$ cat src/rtl/rl_pkg.sv
// Shared constants for the RL argmax selector: fp16 field layout, FSM state
// encoding and exploration LFSR parameters.
package rl_pkg;

    localparam int          FP_EXP   = 5;
    localparam int          FP_FRA   = 10;
    localparam int          FP_WIDTH = 1 + FP_EXP + FP_FRA;
    localparam logic [15:0] FP_QNAN  = 16'h7E00;

    typedef enum logic [1:0] {
        ST_IDLE  = 2'd0,
        ST_ACCUM = 2'd1,
        ST_OUT   = 2'd2
    } state_e;

    localparam logic [15:0] LFSR_SEED = 16'hACE1;
    // Taps 16,14,13,11 expressed as bit positions 15,13,12,10
    localparam logic [15:0] LFSR_TAPS = 16'hB400;

    function automatic logic [15:0] lfsr_next(input logic [15:0] cur);
        return {cur[14:0], ^(cur & LFSR_TAPS)};
    endfunction

endpackage

$ cat src/rtl/fp_cmp.sv
// Combinational fp16 comparator: sign-magnitude total order, +0 == -0,
// NaN below every number and equal to any other NaN.
module fp_cmp
    import rl_pkg::*;
#(
    parameter int EXP = FP_EXP,
    parameter int FRA = FP_FRA,
    localparam int W  = 1 + EXP + FRA
) (
    input  logic [W-1:0] a,
    input  logic [W-1:0] b,
    output logic         gt,
    output logic         eq
);

    function automatic logic is_nan(input logic [W-1:0] v);
        return (&v[W-2:FRA]) && (|v[FRA-1:0]);
    endfunction

    logic         a_nan_s;
    logic         b_nan_s;
    logic [W-2:0] mag_a_s;
    logic [W-2:0] mag_b_s;

    assign a_nan_s = is_nan(a);
    assign b_nan_s = is_nan(b);
    assign mag_a_s = a[W-2:0];
    assign mag_b_s = b[W-2:0];

    // Ordering decision, NaN and signed-zero cases first
    always_comb begin
        gt = 1'b0;
        eq = 1'b0;
        if (a_nan_s && b_nan_s) begin
            eq = 1'b1;
        end else if (a_nan_s) begin
            gt = 1'b0;
        end else if (b_nan_s) begin
            gt = 1'b1;
        end else if ((mag_a_s == {(W-1){1'b0}}) && (mag_b_s == {(W-1){1'b0}})) begin
            eq = 1'b1;
        end else if (a[W-1] != b[W-1]) begin
            gt = ~a[W-1];
        end else if (a[W-1]) begin
            gt = (mag_a_s < mag_b_s);
            eq = (mag_a_s == mag_b_s);
        end else begin
            gt = (mag_a_s > mag_b_s);
            eq = (mag_a_s == mag_b_s);
        end
    end

endmodule

$ cat src/rtl/rl_argmax_select.sv
// Streaming greedy argmax over one frame of fp16 Q-values per result.
// Optional epsilon-greedy exploration is compiled in with RL_EXPLORE_EN.
module rl_argmax_select
    import rl_pkg::*;
#(
    parameter int  N_ACT = 4,
    parameter int  WIDTH = 16,
    parameter int  EXP   = 5,
    parameter int  FRA   = 10,
    localparam int IDX_W = (N_ACT > 1) ? $clog2(N_ACT) : 1,
    localparam int CNT_W = $clog2(N_ACT + 1)
) (
    input  logic             sys_clk,
    input  logic             sys_rst,
    input  logic             s_valid,
    output logic             s_ready,
    input  logic [WIDTH-1:0] s_data,
    input  logic             s_last,
    output logic             m_valid,
    input  logic             m_ready,
    output logic [IDX_W-1:0] m_index,
    output logic [WIDTH-1:0] m_qmax,
    output logic             m_equal,
    output logic             m_err
`ifdef RL_EXPLORE_EN
    ,
    input  logic [15:0]      eps_thresh,
    output logic             m_explore
`endif
);

    state_e             state_r, nxt_state_s;
    logic [WIDTH-1:0]   max_r, nxt_max_s;
    logic [IDX_W-1:0]   idx_r, nxt_idx_s, sel_idx_s;
    logic               tie_r, nxt_tie_s;
    logic [CNT_W-1:0]   cnt_r, nxt_cnt_s;
    logic               xfer_s, end_s, err_s, final_beat_s;
    logic               gt_s, eq_s;
    logic               m_valid_r, m_equal_r, m_err_r;
    logic [IDX_W-1:0]   m_index_r;
    logic [WIDTH-1:0]   m_qmax_r;

    // Gated by reset so the port reads 0 while reset is held
    assign s_ready = (state_r != ST_OUT) && !sys_rst;
    assign xfer_s  = s_valid && s_ready;

    fp_cmp #(.EXP(EXP), .FRA(FRA)) u_cmp (
        .a  (s_data),
        .b  (max_r),
        .gt (gt_s),
        .eq (eq_s)
    );

    // Next-state and running-maximum update
    always_comb begin
        nxt_state_s  = state_r;
        nxt_max_s    = max_r;
        nxt_idx_s    = idx_r;
        nxt_tie_s    = tie_r;
        nxt_cnt_s    = cnt_r;
        end_s        = 1'b0;
        err_s        = 1'b0;
        final_beat_s = 1'b0;
        case (state_r)
            ST_IDLE: begin
                if (xfer_s) begin
                    nxt_max_s   = s_data;
                    nxt_idx_s   = {IDX_W{1'b0}};
                    nxt_tie_s   = 1'b0;
                    nxt_cnt_s   = CNT_W'(1);
                    end_s       = s_last;
                    err_s       = s_last;
                    nxt_state_s = s_last ? ST_OUT : ST_ACCUM;
                end else begin
                    nxt_state_s = ST_IDLE;
                end
            end
            ST_ACCUM: begin
                if (xfer_s) begin
                    if (gt_s) begin
                        nxt_max_s = s_data;
                        nxt_idx_s = cnt_r[IDX_W-1:0];
                        nxt_tie_s = 1'b0;
                    end else if (eq_s) begin
                        nxt_tie_s = 1'b1;
                    end else begin
                        nxt_tie_s = tie_r;
                    end
                    nxt_cnt_s    = cnt_r + CNT_W'(1);
                    final_beat_s = (nxt_cnt_s == CNT_W'(N_ACT));
                    end_s        = s_last || final_beat_s;
                    err_s        = s_last ^ final_beat_s;
                    nxt_state_s  = end_s ? ST_OUT : ST_ACCUM;
                end else begin
                    nxt_state_s = ST_ACCUM;
                end
            end
            ST_OUT: begin
                if (m_ready) begin
                    nxt_state_s = ST_IDLE;
                    nxt_cnt_s   = {CNT_W{1'b0}};
                end else begin
                    nxt_state_s = ST_OUT;
                end
            end
            default: begin
                nxt_state_s = ST_IDLE;
                nxt_cnt_s   = {CNT_W{1'b0}};
            end
        endcase
    end

`ifdef RL_EXPLORE_EN
    logic [15:0]    lfsr_r;
    logic [IDX_W:0] rnd_ext_s;
    logic [IDX_W:0] n_act_ext_s;
    logic [IDX_W:0] rnd_red_s;
    logic           explore_s;
    logic           m_explore_r;

    assign explore_s   = (lfsr_r < eps_thresh);
    assign rnd_ext_s   = {1'b0, lfsr_r[IDX_W-1:0]};
    assign n_act_ext_s = (IDX_W + 1)'(N_ACT);
    assign rnd_red_s   = rnd_ext_s - n_act_ext_s;

    // Random action folded into 0..N_ACT-1 replaces the greedy pick when exploring
    always_comb begin
        if (explore_s && (rnd_ext_s >= n_act_ext_s)) begin
            sel_idx_s = rnd_red_s[IDX_W-1:0];
        end else if (explore_s) begin
            sel_idx_s = lfsr_r[IDX_W-1:0];
        end else begin
            sel_idx_s = nxt_idx_s;
        end
    end

    // LFSR steps once per accepted result
    always_ff @(posedge sys_clk or posedge sys_rst) begin
        if (sys_rst) begin
            lfsr_r      <= LFSR_SEED;
            m_explore_r <= 1'b0;
        end else begin
            if (m_valid_r && m_ready) begin
                lfsr_r <= lfsr_next(lfsr_r);
            end
            if (end_s) begin
                m_explore_r <= explore_s;
            end
        end
    end

    assign m_explore = m_explore_r;
`else
    assign sel_idx_s = nxt_idx_s;
`endif

    // Frame state and registered result
    always_ff @(posedge sys_clk or posedge sys_rst) begin
        if (sys_rst) begin
            state_r   <= ST_IDLE;
            max_r     <= {WIDTH{1'b0}};
            idx_r     <= {IDX_W{1'b0}};
            tie_r     <= 1'b0;
            cnt_r     <= {CNT_W{1'b0}};
            m_valid_r <= 1'b0;
            m_index_r <= {IDX_W{1'b0}};
            m_qmax_r  <= {WIDTH{1'b0}};
            m_equal_r <= 1'b0;
            m_err_r   <= 1'b0;
        end else begin
            state_r <= nxt_state_s;
            max_r   <= nxt_max_s;
            idx_r   <= nxt_idx_s;
            tie_r   <= nxt_tie_s;
            cnt_r   <= nxt_cnt_s;
            if (end_s) begin
                m_valid_r <= 1'b1;
                m_index_r <= sel_idx_s;
                m_qmax_r  <= nxt_max_s;
                m_equal_r <= nxt_tie_s;
                m_err_r   <= err_s;
            end else if (m_valid_r && m_ready) begin
                m_valid_r <= 1'b0;
            end
        end
    end

    assign m_valid = m_valid_r;
    assign m_index = m_index_r;
    assign m_qmax  = m_qmax_r;
    assign m_equal = m_equal_r;
    assign m_err   = m_err_r;

endmodule

$ cat config.mk
export PLATFORM = sky130hd
export DESIGN_NAME = rl_argmax_select
export DESIGN_NICKNAME = d
export VERILOG_FILES = /design/src/rtl/rl_pkg.sv /design/src/rtl/fp_cmp.sv /design/src/rtl/rl_argmax_select.sv
export SDC_FILE = /design/constraint.sdc
export NUM_CORES = 1
export LEC_CHECK = 0
export ABC_AREA = 1
export BUFFER_PORTS_ARGS = -buffer_cell sky130_fd_sc_hd__buf_4
export CAP_MARGIN = 10
export CORE_UTILIZATION = 42
export CTS_CLUSTER_DIAMETER = 100
export DETAILED_ROUTE_END_ITERATION = 6
export HOLD_SLACK_MARGIN = 0.12
export PLACE_DENSITY_LB_ADDON = 0.3
export SLEW_MARGIN = 20
export SYNTH_ARGS = -nofsm -noshare
export SYNTH_HDL_FRONTEND = slang
export SYNTH_SLANG_ARGS = --single-unit
$ cat constraint.sdc
create_clock -name sys_clk -period 2.5 [get_ports sys_clk]
set_input_delay 0.25 -clock sys_clk [delete_from_list [all_inputs] [get_ports sys_clk]]
set_output_delay 0.25 -clock sys_clk [all_outputs]
set_load 0.05 [all_outputs]
After elaboration in Yosys (flattened, before gate mapping)
Cells that the tools add are included.
- muxes and demuxes: 41
- bitwise logic cells: 2
- div/mod/pow operators: 0
- $mul: 0
- $add $sub $neg: 1
- shift operators: 0
- reductions and logical operators: 18
- eq/ne operators: 9
- $lt $le $gt $ge: 2
- operator list (cell ; number):
    16-bit 2-to-1 mux ; 3
    16-bit case mux with 2 select lines ; 1
    15-bit zero test ; 2
    1-bit 2-to-1 mux ; 20
    10-bit OR reduction ; 2
    2-bit 2-to-1 mux ; 8
    15-bit equality test ; 1
    15-bit greater-than comparator ; 1
    15-bit < comparator ; 1
    5-bit AND reduction ; 2
    3-bit 2-to-1 mux ; 3
    3-bit case mux with 3 select lines ; 1
    2-bit inequality test (second input constant) ; 4
    1-bit logical AND ; 7
    1-bit case mux with 2 select lines ; 3
    2-bit case mux with 3 select lines ; 1
    2-bit case mux with 2 select lines ; 1
    3-bit by 1-bit adder with 3-bit output (second input constant) ; 1
    3-bit equality test (second input constant) ; 1
    3-bit AND reduction ; 1
    2-bit by 1-bit equality test with 1-bit output (second input constant) ; 1
    2-bit equality test (second input constant) ; 1
    2-bit zero test ; 1
    2-bit nonzero test ; 1
    other kinds (5) ; 5
- ROM bits: 0
- memories kept: 0
- input port bits: 21
- bits in registers: 45
- bits in latches: 0
- bits in writable memories: 0

Depth between registers and ports, before layout
- depth after elaboration: 10
- depth in mapped cells: 20
- depth with buffers taken out: 19

Modules after synthesis
From an unflattened synthesis, not the netlist that was laid out.
- cell total of the unflattened synthesis: 351
- area total of the unflattened synthesis: 2768.9 sq um
- modules (own cells, without submodules) (module ; area an instance (sq um) ; cells each ; times used):
    rl_argmax_select ; 2109.5 ; 234 ; 1
    fp_cmp ; 659.4 ; 117 ; 1

Worst setup path after synthesis
No wires, ideal clock.
- kind: reg2reg
- start: register state_r[0]
- end: register m_qmax_r[11] (netlist: m_qmax[11])
- library setup time: 0.118 ns
- cell stages (with the launch flop): 11
- slack: 0.368 ns
- clock period less this slack: 2.132 ns
- required time: 2.382 ns
- data arrival time: 2.014 ns
- buffers on the path: 1
- cells stage by stage: dfrtp_1 -> inv_2 -> a21oi_2 -> nand2_2 -> a21oi_1 -> inv_2 -> clkbuf_1 -> a22oi_1 -> nand2_2 -> nand2_1 -> nand2_1
- longest elaborated chain between the ends: 5
- elaborated cells on any way between the ends: 11
- those cells by class: 2 x eq/ne; 6 x mux; 3 x reduce/logical
- RTL lines (element ; line ; text):
    start, declared ; rl_argmax_select.sv:32 ; state_e state_r, nxt_state_s;
    start signal, assigned ; rl_argmax_select.sv:171 ; state_r <= nxt_state_s;
    2-bit inequality test (*) ; rl_argmax_select.sv:44 ; assign s_ready = (state_r != ST_OUT) && !sys_rst;
    1-bit logical AND (*) ; rl_argmax_select.sv:44 ;
    named net s_ready ; rl_argmax_select.sv:16 ; output logic s_ready,
    1-bit logical AND (*) ; rl_argmax_select.sv:45 ; assign xfer_s = s_valid && s_ready;
    16-bit 2-to-1 mux, on equally long branches ; rl_argmax_select.sv:79, rl_argmax_select.sv:66 ;
    16-bit case mux with 2 select lines (*) ; rl_argmax_select.sv:64 ; case (state_r)
    named net nxt_max_s[11] ; rl_argmax_select.sv:33 ; logic [WIDTH-1:0] max_r, nxt_max_s;
    end signal, assigned ; rl_argmax_select.sv:167 ; m_qmax_r <= {WIDTH{1'b0}};
    end signal, assigned ; rl_argmax_select.sv:179 ; m_qmax_r <= nxt_max_s;
    end, declared ; rl_argmax_select.sv:41 ; logic [WIDTH-1:0] m_qmax_r;
The timed path passes the listed nets; every way through them passes the cells marked *.
A chain may end at the register's enable or synchronous reset.

Worst setup path after layout
- start: register max_r[14]
- end: register m_qmax_r[8] (netlist: m_qmax[8])
- longest elaborated chain between the ends: 10
- elaborated cells on any way between the ends: 16
- those cells by class: 2 x order compare; 9 x mux; 5 x reduce/logical
- RTL lines (element ; line ; text):
    start, declared ; rl_argmax_select.sv:33 ;
    start signal, assigned ; rl_argmax_select.sv:161 ; max_r <= {WIDTH{1'b0}};
    start signal, assigned ; rl_argmax_select.sv:172 ; max_r <= nxt_max_s;
    15-bit greater-than comparator / 15-bit < comparator (equally long branches) ; fp_cmp.sv:48, fp_cmp.sv:45 ;
    1-bit 2-to-1 mux ; fp_cmp.sv:44 ; end else if (a[W-1]) begin
    1-bit 2-to-1 mux ; fp_cmp.sv:42 ; end else if (a[W-1] != b[W-1]) begin
    1-bit 2-to-1 mux ; fp_cmp.sv:40 ; end else if ((mag_a_s == {(W-1){1'b0}}) && (mag_b_s == {(W-1){1'b0}})) begin
    1-bit 2-to-1 mux ; fp_cmp.sv:38 ; end else if (b_nan_s) begin
    1-bit 2-to-1 mux ; fp_cmp.sv:36 ; end else if (a_nan_s) begin
    1-bit 2-to-1 mux (*) ; fp_cmp.sv:34 ; if (a_nan_s && b_nan_s) begin
    16-bit 2-to-1 mux (*) ; rl_argmax_select.sv:80 ; if (gt_s) begin
    16-bit 2-to-1 mux (*) ; rl_argmax_select.sv:79 ; if (xfer_s) begin
    16-bit case mux with 2 select lines (*) ; rl_argmax_select.sv:64 ;
    named net nxt_max_s[8] ; rl_argmax_select.sv:33 ;
Marked as above.

==> metrics.txt <==
run status complete, no violations; Hold Violations, Final 0; Ys Warns 0; first-pass GRT wire length 11.9 mm; area of the multi-input gates 0.00157 mm²; residual DRC count 0; Tcrit/Tclk final 91.4%; leading area contributor after synthesis dfrtp_1; most common flop cell mapped by yosys dfrtp_1; Syn Inst Count 382; Syn Std Cell Area 0.00293 mm²; min Tclk post-route 2280 ps; Max Clock Freq 438 MHz; synth unique cells 36; Overflow after GRT 0; CTS tree built; die area 0.00730 mm²; Min-Delay Path Class input pin to register; GRT Overall Usage 20.5%; Vias per Instance 5.11; cell repeated most along the worst path nand2_1; first drt pass iteration count 5; Num Clock Sinks 45; clk_skew 8.83 ps; Max VDD drop 0.635 mV; RD Place Congestion 0.867; fill count 648; Seq. cell area 0.00113 mm²; Layout Nets 472; Core Region 0.00676 mm²; pwr dens 1200 mW/mm²; HPWL Detailed 4.95 mm; Placed Area 0.00328 mm²; CP max FO 4; Pins Over Slew Limit 0; initial antenna violation count 0; Mapped Nets 421; Synth top cells by count nand2_1, inv_1, dfrtp_1, nand3_1, nor2_1; Clock Root Buffer clkbuf_8; worst-skew pair later-pin latency 310 ps; required time of the critical path 2700 ps; Cell Chain, Critical Path inv_1 -> ha_1 -> nand2_1 -> nor2_2 -> buf_4 -> a21oi_2 -> nand2_1 -> a21oi_2 -> nand2_4 -> buf_12 -> nand2_4 -> nand3_1 -> nand3_2 -> nand2_2 -> nand2_1 -> nand2_1; Detailed Route Iter0 Violations 151; sequential-to-total area share from yosys stat 38.5%; largest net degree at the start of global routing 22; row cnt 30; antenna viol nets, final 0; cell with the most instances after synthesis nand2_1; flops & latches, synth 45; vias in the first global route 2613; Die Y 85.5 µm; layout cells sized above 1 24.2%; Slew @ Worst Pin 669 ps; I/O pins 43; H-tree depth 2; CTS Buffer Depth 2; Mean Syn Cell Area 7.66 µm²; slowest CP cell dfrtp_1; EDFF count, synth 0; starting density of the core 43.3%; hold slack 130 ps; WS Path Type register to register; Worst Setup End Kind register; post-synth top area share 38.5%; clock-pin slew on the worst setup and hold paths 100 ps; leak pwr 0.00190 µW; area grow syn2layout 19.8%; arrival time worst endpoint 2480 ps; element type at the critical path start register; post-synthesis async set-or-reset flop share 100%; synth top area cells dfrtp_1, nand2_1, ha_1, inv_1, nand3_1; Avg WL per Cell 13.9 µm; CP max stage delay 400 ps; max_cap viols 0; PortBufs 42; Final Setup Violations 0; final wirelength 7.15 mm; Worst slew margin 55.4%; Die X 85.5 µm; clock buffer count from CTS 5; ant diodes 0; final instance area 0.00350 mm²; routed vias 2629
==> power breakdown <==
group	switching [µW]	internal [µW]	leakage, µW
sequential	183	1030	0.000579
combinational	1690	828	0.00127
clock	277	199	0.0000445
==> registers in the layout, indices dropped and copies added, names as in the netlist <==
signal / count
max_r: 16
idx_r: 2
m_index: 2
tie_r: 1
m_equal: 1
m_err: 1
m_valid: 1
m_qmax: 16
state_r: 2
cnt_r: 3
==> cells by family (layout without fill, tap and decap cells) <==
family          count (synthesis)  in the layout  synth area share [%]
compound gates                 38             38                  8.13
xor+xnor                        2              2                 0.599
fa+ha+maj                      18             18                  7.70
buf+inv                        68            117                  10.3
flops                          45             45                  38.5
simple gates                  211            214                  34.8
==> timing repair <==
| action | CTS | global route |
|---|---|---|
| hold buffers | 1 | 0 |
| buffers inserted | 0 | 5 |
| endpoints found under the hold margin | 12 | 0 |
| setup endpoints to repair | 0 | 29 |
| gates resized for setup | 0 | 8 |
==> path summary, 6_finish.rpt <==
kind / cells past startpoint / slack (ps) / start / to
max: 16 / 220 / max_r[14] / m_qmax[8]
min: 2 / 130 / m_ready / m_valid
max reg2reg: 16 / 220 / max_r[14] / m_qmax[8]
min reg2reg: 2 / 490 / m_qmax[14] / m_qmax[14]
max in group asynchronous: 4 / 1440 / sys_rst / max_r[12]
min in group asynchronous: 3 / 460 / sys_rst / m_qmax[4]
==> worst max-delay path, delay by kind of cell, from the launching register on <==
family | cells | cell delay, ps
simple gates | 10 | 810
flops | 1 | 400
buf+inv | 3 | 360
fa+ha+maj | 1 | 290
compound gates | 2 | 320
==> cell usage in the layout (no fill, tap or decap) <==
master / instances
inv_2: 5
buf_4: 50
nand2_4: 4
and2_1: 1
o211ai_1: 1
clkinv_2: 1
clkinvlp_4: 1
dlygate4sd3_1: 1
nor3_2: 1
o21ai_0: 6
inv_1: 51
nand2_8: 3
xor2_1: 1
nand2_2: 17
nand3_2: 8
nor2_8: 1
nor4_1: 1
dfrtp_1: 45
xnor2_1: 1
ha_1: 18
nor3_1: 1
nor3b_2: 1
o22ai_1: 1
a21oi_2: 3
inv_6: 1
clkbuf_8: 5
and3_1: 1
o21ai_2: 1
buf_12: 1
a22oi_1: 16
clkinv_1: 1
nor2_1: 19
nor2_2: 2
a21oi_1: 10
or2_1: 1
nand2_1: 113
nand4_1: 3
nand3_1: 37
==> final cells by class <==
| type | instances | area share [%] |
|---|---|---|
| Clock buffer | 5 | 1.96 |
| Clock inverter | 3 | 0.607 |
| Inverter | 57 | 6.11 |
| Multi-Input combinational cell | 272 | 44.7 |
| Sequential cell | 45 | 32.1 |
| Tap cell | 80 | 2.86 |
| Timing Repair Buffer | 52 | 11.6 |
==> layer usage <==
metal / routed length, µm / vias up / global-route usage, %
li1: - / 1322 / -
met1: 3290 / 1254 / 27.0
met2: 3530 / 48 / 34.7
met3: 275 / 5 / 3.60
met4: 56 / 0 / 5.76
met5: 0 / - / 0
==> through the flow <==
stage | TNS (ps) | instances | util [%] | power (µW) | setup slack, ps
5_1_grt | -19.3 | 514 | 51.9 | 4560 | -14.4
2_1_floorplan | 0 | 382 | - | 2990 | 368
3_3_place_gp | 0 | 497 | 48.6 | 3500 | 216
4_1_cts | 0 | 506 | 50.1 | 4020 | 158
3_5_place_dp | 0 | 497 | 48.6 | 3540 | 189
6_report | 0 | 514 | 51.9 | 4210 | 216
(Power assumes the default switching activity.)
